### config.mk
export PLATFORM = sky130hd
export DESIGN_NAME = audio_frame_tx_flat
export DESIGN_NICKNAME = d
export VERILOG_FILES = /design/src/rtl/audio_frame_pkg.sv /design/src/rtl/audio_frame_tx_if.sv /design/src/rtl/frame_buf_ram.sv /design/src/rtl/audio_frame_tx.sv /design/src/flat_wrapper.sv
export SDC_FILE = /design/constraint.sdc
export NUM_CORES = 1
export LEC_CHECK = 0
export CELL_PAD_IN_SITES_DETAIL_PLACEMENT = 0
export CELL_PAD_IN_SITES_GLOBAL_PLACEMENT = 2
export CORE_MARGIN = 2
export CORE_UTILIZATION = 30
export CTS_CLUSTER_SIZE = 24
export DETAILED_ROUTE_END_ITERATION = 8
export GPL_ROUTABILITY_DRIVEN = 0
export GPL_TIMING_DRIVEN = 0
export PLACE_DENSITY = 0.65
export SLEW_MARGIN = 15
export SYNTH_ARGS = -nofsm -noshare
export SYNTH_HDL_FRONTEND = slang
export SYNTH_SLANG_ARGS = --single-unit
### constraint.sdc
create_clock -name clk -period 4 [get_ports clk]
set_input_delay 0.6 -clock clk [delete_from_list [all_inputs] [get_ports clk]]
set_output_delay 0.6 -clock clk [all_outputs]
set_load 0.01 [all_outputs]
### src/rtl/audio_frame_pkg.sv
// Shared types and constants for the audio frame transmitter.
package audio_frame_pkg;

  typedef enum logic [2:0] {
    ST_IDLE,
    ST_HDR,
    ST_CNT,
    ST_DATA,
    ST_SUM
  } tx_state_e;

  localparam logic [7:0] SYNC_BYTE_DEF  = 8'hA5;
  localparam int         FRAME_OVERHEAD = 3;

endpackage

### src/rtl/audio_frame_tx_if.sv
// Byte stream from the frame sender to the UART transmitter.
interface audio_frame_tx_if;
  logic [7:0] tx_byte;
  logic       tx_valid;
  logic       tx_ready;

  modport master (output tx_byte, output tx_valid, input tx_ready);
  modport slave  (input tx_byte, input tx_valid, output tx_ready);
endinterface

### src/rtl/frame_buf_ram.sv
// Simple dual-port sample buffer with synchronous read; one block RAM.
module frame_buf_ram #(
  parameter int DEPTH = 64,
  parameter int AW    = 6
) (
  input  logic          clk,
  input  logic          we_i,
  input  logic [AW-1:0] waddr_i,
  input  logic [7:0]    wdata_i,
  input  logic [AW-1:0] raddr_i,
  output logic [7:0]    rdata_o
);

  logic [7:0] mem_q [DEPTH];

  always_ff @(posedge clk) begin
    if (we_i) mem_q[waddr_i] <= wdata_i;
    rdata_o <= mem_q[raddr_i];
  end

endmodule

### src/rtl/audio_frame_tx.sv
// Ping-pong sample capture and framed UART streaming: sync, count, samples, XOR sum.
// state | meaning: IDLE wait for full bank | HDR sync byte | CNT frame count | DATA samples | SUM checksum
module audio_frame_tx
  import audio_frame_pkg::*;
#(
  parameter int         BUF_LEN   = 32,
  parameter logic [7:0] SYNC_BYTE = SYNC_BYTE_DEF
) (
  input  logic             clk,
  input  logic             rst,
  input  logic [7:0]       sample_in,
  input  logic             sample_valid,
  audio_frame_tx_if.master tx,
  output logic [7:0]       frame_count,
  output logic             overrun
);

  localparam int ADDR_W = $clog2(BUF_LEN);

  logic [1:0]        bank_full_q;
  logic              wr_bank_q;
  logic [ADDR_W-1:0] wr_idx_q;
  logic              overrun_q;
  logic [7:0]        frame_count_q;
  tx_state_e         state_q;
  logic              rd_bank_q;
  logic [ADDR_W-1:0] rd_idx_q;
  logic              rd_last_q;
  logic [7:0]        checksum_q;
  logic [7:0]        tx_byte_q;
  logic              tx_valid_q;

  logic              fire;
  logic              wr_en;
  logic              ld_data;
  logic [ADDR_W-1:0] rd_idx_d;
  logic [ADDR_W:0]   rd_addr;
  logic [ADDR_W:0]   wr_addr;
  logic [7:0]        rd_data;
  logic [7:0]        csum_d;

  assign fire    = tx_valid_q && tx.tx_ready;
  assign wr_en   = sample_valid && !bank_full_q[wr_bank_q];
  assign wr_addr = {wr_bank_q, wr_idx_q};
  assign csum_d  = checksum_q ^ tx_byte_q;

  // The RAM read has one cycle of latency, so when a data byte is consumed the
  // address already moves to the following one to keep the stream bubble-free.
  assign ld_data  = fire && ((state_q == ST_CNT) || ((state_q == ST_DATA) && !rd_last_q));
  assign rd_idx_d = ld_data ? rd_idx_q + ADDR_W'(1) : rd_idx_q;
  assign rd_addr  = {rd_bank_q, rd_idx_d};

  frame_buf_ram #(
    .DEPTH (2 * BUF_LEN),
    .AW    (ADDR_W + 1)
  ) u_ram (
    .clk     (clk),
    .we_i    (wr_en),
    .waddr_i (wr_addr),
    .wdata_i (sample_in),
    .raddr_i (rd_addr),
    .rdata_o (rd_data)
  );

  always_ff @(posedge clk) begin
    if (rst) begin
      bank_full_q   <= '0;
      wr_bank_q     <= 1'b0;
      wr_idx_q      <= '0;
      overrun_q     <= 1'b0;
      frame_count_q <= '0;
      state_q       <= ST_IDLE;
      rd_bank_q     <= 1'b0;
      rd_idx_q      <= '0;
      rd_last_q     <= 1'b0;
      checksum_q    <= '0;
      tx_byte_q     <= '0;
      tx_valid_q    <= 1'b0;
    end else begin
      if (sample_valid) begin
        if (!bank_full_q[wr_bank_q]) begin
          wr_idx_q <= wr_idx_q + ADDR_W'(1);
          if (&wr_idx_q) begin
            bank_full_q[wr_bank_q] <= 1'b1;
            wr_bank_q              <= ~wr_bank_q;
          end
        end else begin
          overrun_q <= 1'b1;
        end
      end

      rd_idx_q <= rd_idx_d;

      // rd_bank_q always points at the oldest pending bank, since fills and sends alternate.
      case (state_q)
        ST_IDLE: begin
          if (bank_full_q[rd_bank_q]) begin
            state_q    <= ST_HDR;
            tx_valid_q <= 1'b1;
            tx_byte_q  <= SYNC_BYTE;
            checksum_q <= '0;
            rd_idx_q   <= '0;
            rd_last_q  <= 1'b0;
          end
        end
        ST_HDR: begin
          if (fire) begin
            state_q   <= ST_CNT;
            tx_byte_q <= frame_count_q;
          end
        end
        ST_CNT: begin
          if (fire) begin
            state_q    <= ST_DATA;
            checksum_q <= csum_d;
            tx_byte_q  <= rd_data;
            rd_last_q  <= &rd_idx_q;
          end
        end
        ST_DATA: begin
          if (fire) begin
            checksum_q <= csum_d;
            if (rd_last_q) begin
              state_q   <= ST_SUM;
              tx_byte_q <= csum_d;
            end else begin
              tx_byte_q <= rd_data;
              rd_last_q <= &rd_idx_q;
            end
          end
        end
        ST_SUM: begin
          if (fire) begin
            frame_count_q          <= frame_count_q + 8'd1;
            bank_full_q[rd_bank_q] <= 1'b0;
            rd_bank_q              <= ~rd_bank_q;
            rd_idx_q               <= '0;
            rd_last_q              <= 1'b0;
            checksum_q             <= '0;
            if (bank_full_q[~rd_bank_q]) begin
              state_q   <= ST_HDR;
              tx_byte_q <= SYNC_BYTE;
            end else begin
              state_q    <= ST_IDLE;
              tx_valid_q <= 1'b0;
            end
          end
        end
        default: begin
          state_q    <= ST_IDLE;
          tx_valid_q <= 1'b0;
        end
      endcase
    end
  end

  assign tx.tx_byte  = tx_byte_q;
  assign tx.tx_valid = tx_valid_q;
  assign frame_count = frame_count_q;
  assign overrun     = overrun_q;

endmodule

### src/flat_wrapper.sv
// flat-port wrapper written by rule: the top's interface ports become plain ports
module audio_frame_tx_flat import audio_frame_pkg::*;
#(
  parameter int         BUF_LEN   = 32,
  parameter logic [7:0] SYNC_BYTE = SYNC_BYTE_DEF
)
  (clk, rst, sample_in, sample_valid, frame_count, overrun, tx_tx_byte, tx_tx_valid, tx_tx_ready);
  audio_frame_tx_if tx_i ();
  input  logic clk;
  input  logic rst;
  input  logic [7:0] sample_in;
  input  logic sample_valid;
  output logic [7:0] frame_count;
  output logic overrun;
  output wire logic [$bits(tx_i.tx_byte)-1:0] tx_tx_byte;
  output wire logic [$bits(tx_i.tx_valid)-1:0] tx_tx_valid;
  input wire logic [$bits(tx_i.tx_ready)-1:0] tx_tx_ready;
  assign tx_tx_byte = tx_i.tx_byte;
  assign tx_tx_valid = tx_i.tx_valid;
  assign tx_i.tx_ready = tx_tx_ready;
  audio_frame_tx #(.BUF_LEN(BUF_LEN), .SYNC_BYTE(SYNC_BYTE)) u_core (.clk(clk), .rst(rst), .sample_in(sample_in), .sample_valid(sample_valid), .tx(tx_i), .frame_count(frame_count), .overrun(overrun));
endmodule
==> metrics.md <==
| Metric | Value |
|---|---|
| Status | `finished, final reports clean` |
| Synth Flop Type | `edfxtp_1` |
| Die footprint | `80100 sq um` |
| Drt total wl | `between 80000 and 90000 um` |
| Max Root-Sink Buffers | `3` |
| Avg Vias per Cell | `5.47` |
| Endpoints failing setup | `0` |
| Fin crit share | `0.997` |
| Final Hold Viols | `0` |
| Min-Delay Path Class | `input pin to flip-flop` |
| Synth Cell Area | `23400 sq um` |
| Initial antenna violation count | `3` |
| CTS Buf Count | `60` |
| Max H-tree Level | `2` |
| Num rows | `102` |
| Crit start category | `input pin` |
| IO Pins | `30` |
| Worst EP arrival | `4.46 ns` |
| RSZ-0062 raised after global routing | `yes` |
| Slew HR | `0.186` |
| PnR Total Power | `12.1 mW` |
| Synth Instances | `~1.7k` |
| Starting Density | `0.302` |
| Non-Filler Instances | `roughly 2.9k` |
| Largest net degree at the start of global routing | `55` |
| CTS tree | `done` |
| Worst setup EP type | `flip-flop` |
| GRT Residual Overflow | `0` |
| Yosys top cell by area | `edfxtp_1` |
| Post-layout util | `0.351` |
| Most common cell after layout, fill and taps aside | `edfxtp_1` |
| Max-slew violation count | `0` |
| Final instance area | `27200 sq um` |
| Fill cells | `7545` |
| Post-Syn Nets | `1685` |
| Most frequent cells in the layout | `edfxtp_1 (512), a211oi_1 (212), and3_1 (211)` |
| Reg2reg setup slack | `0.07 ns` |
| Later-pin clock latency in the skew report | `0.64 ns` |
| Dpl cell area | `25100 sq um` |
| Yosys warns | `0` |
| DR pass1 iterations | `6` |
| Detailed Route Iter0 Violations | `1803` |
| Final nets | `roughly 1.8k` |
| Hold WS | `0.294 ns` |
| Area Growth Syn to Fin | `16.2%` |
| Setup CP Type | `input pin to flip-flop` |
| Max-cap viol count | `0` |
| Clock transition at path regs | `0.06 ns` |
| Max Clock Freq | `approximately 0.25 GHz` |
| Synth cell types | `65` |
| Routed Antenna Nets | `0` |
| Core ar. | `77300 sq um` |
| Worst-margin pin slew | `1.22 ns` |
| Clock net sink count | `roughly 560` |
| Syn avg cell area | `14.0 sq um` |
| Worst-path fanout max | `10` |
| FFs w/ async S/R, synth | `0` |
| Dpl hpwl | `58200 um` |
| Synthesized flop and latch total | `564` |
| Setup TNS | `0 ns` |
| Ratio of cells with drive above 1 in the final layout | `0.119` |
| Routed wire per std cell | `28.7 um` |
| First-pass GRT wire length | `115000 um` |
| Gr usage total | `0.200` |
| Final min period | `approximately 4 ns` |
| PwrDens | `447 nW/um^2` |
| Die X | `about 280 um` |
| CP required | `4.47 ns` |
| Vias in the first global route | `15.4k` |
| Routed via count | `15.6k` |
| Leak pwr | `8.75 nW` |
| Port bufs | `28` |
| Worst Skew | `0.0275 ns` |
| EDFF count, synth | `512` |
| Final worst slack | `around 0.011 ns` |
| Residual DRC count | `0` |
| Seq/Total Area, Yosys | `0.703` |
| Worst VDD drop | `0.378 mV` |
| DP Cell Count | `2744` |
| Synth top area share | `0.658` |
| Place WS | `-1.44 ns` |
| Die height | `283 um` |
| Top cells by area, synth | `edfxtp_1 (66%), a211oi_1 (6.8%), and3_1 (5.7%), dfxtp_1 (4.5%), nor2_1 (1.8%)` |
| Clock Tree Root | `clkbuf_16` |
worst max-delay path: stages:
cell             delay (ns)
clkdlybuf4s50_1        0.70
nand4b_4               0.22
o21ai_4                0.39
buf_2                  0.39
clkbuf_1               0.51
and3_1                 0.26
a211oi_1               0.05
nor4_1                 0.42
o22ai_1                0.31
nor4_2                 0.58
area by class of cell:
| cell class | instances | area, sq um | share of cell area |
|---|---|---|---|
| Antenna cell | 1 | 2.50 | 0.0000921 |
| Clock buffer | 80 | 1580 | 0.0581 |
| Sequential cell | 564 | 16400 | 0.604 |
| Clock inverter | 28 | 303 | 0.0112 |
| Timing Repair Buffer | 36 | 428 | 0.0158 |
| Inverter | 9 | 33.8 | 0.00124 |
| Tap cell | 1040 | 1300 | 0.0479 |
| Buffer | 138 | 691 | 0.0254 |
| Multi-Input combinational cell | 957 | 6400 | 0.236 |
Yosys cell counts, types with 3 or more instances:
library cell	count
o22ai_1	9
a221oi_1	13
nand3b_1	4
and3_1	211
o21ai_0	47
edfxtp_1	512
buf_4	11
xor2_1	9
inv_1	9
clkbuf_1	76
a21oi_1	51
a21boi_1	3
o32ai_1	5
and2_1	5
nor2b_1	11
buf_1	6
nor4_1	22
a211oi_1	213
nor3_1	4
nand2_1	48
a211o_1	4
ha_1	5
buf_6	9
nor3b_1	4
a22oi_1	13
nand3_1	32
o41ai_1	6
o41ai_2	12
mux2i_1	22
nor4b_1	12
o211ai_1	3
a21o_1	4
nand4_1	4
a31oi_1	21
nor2_1	111
dfxtp_1	52
xnor2_1	8
or3_1	6
buf_2	35
o31ai_1	7
worst paths after layout:
kind                           start                        end  depth (start not counted)
hold / removal          sample_in[3]  u_core.u_ram.mem_q[37][3]                          1
hold reg to reg       u_core.overrun             u_core.overrun                          2
setup / recovery         tx_tx_ready    u_core.u_ram.rdata_o[3]                         10
setup reg to reg  u_core.rd_idx_q[0]    u_core.u_ram.rdata_o[3]                          9
power breakdown:
part	leakage [nW]	switching (mW)	total (mW)	internal (mW)
Combinational	2.82	0.178	0.226	0.0476
Sequential	5.03	0.00950	6.45	6.44
Clock	0.907	2.36	5.45	3.09
state kept, by name, indices dropped and copies added (netlist names):
signal and count:
u_core.rd_last_q 1, u_core.tx.tx_byte 8, u_core.rd_bank_q 1, u_core.overrun 1, u_core.wr_bank_q 1, u_core.state_q 3, u_core.frame_count 8, u_core.u_ram.rdata_o 8
u_core.u_ram.mem_q 512, u_core.wr_idx_q 5, u_core.rd_idx_q 5, u_core.bank_full_q 2, u_core.tx.tx_valid 1, u_core.checksum_q 8
routing by layer:
layer  global-route usage  vias to the layer above  wire [um]
met5                    0                        -         30
met1                0.277                     8021      35700
met4               0.0705                        4       2810
li1                     -                     6843          -
met2                0.316                      589      37700
met3               0.0353                      143       5590
cell families after synthesis:
logic type	after synthesis	synth area share
AOI/OAI and AO/OA	425	0.132
DFF	564	0.703
and+or+nand+nor	487	0.116
muxes	23	0.00991
xor gates and xnor gates	17	0.00637
buffers and inverters	147	0.0302
adders and majority gates	5	0.00268
timing repair:
action	4_1_cts	5_1_grt
setup buffers	0	0
hold buffers	0	0
gates resized for setup	17	46
setup endpoints to repair	6	129
(Power assumes the default switching activity.)
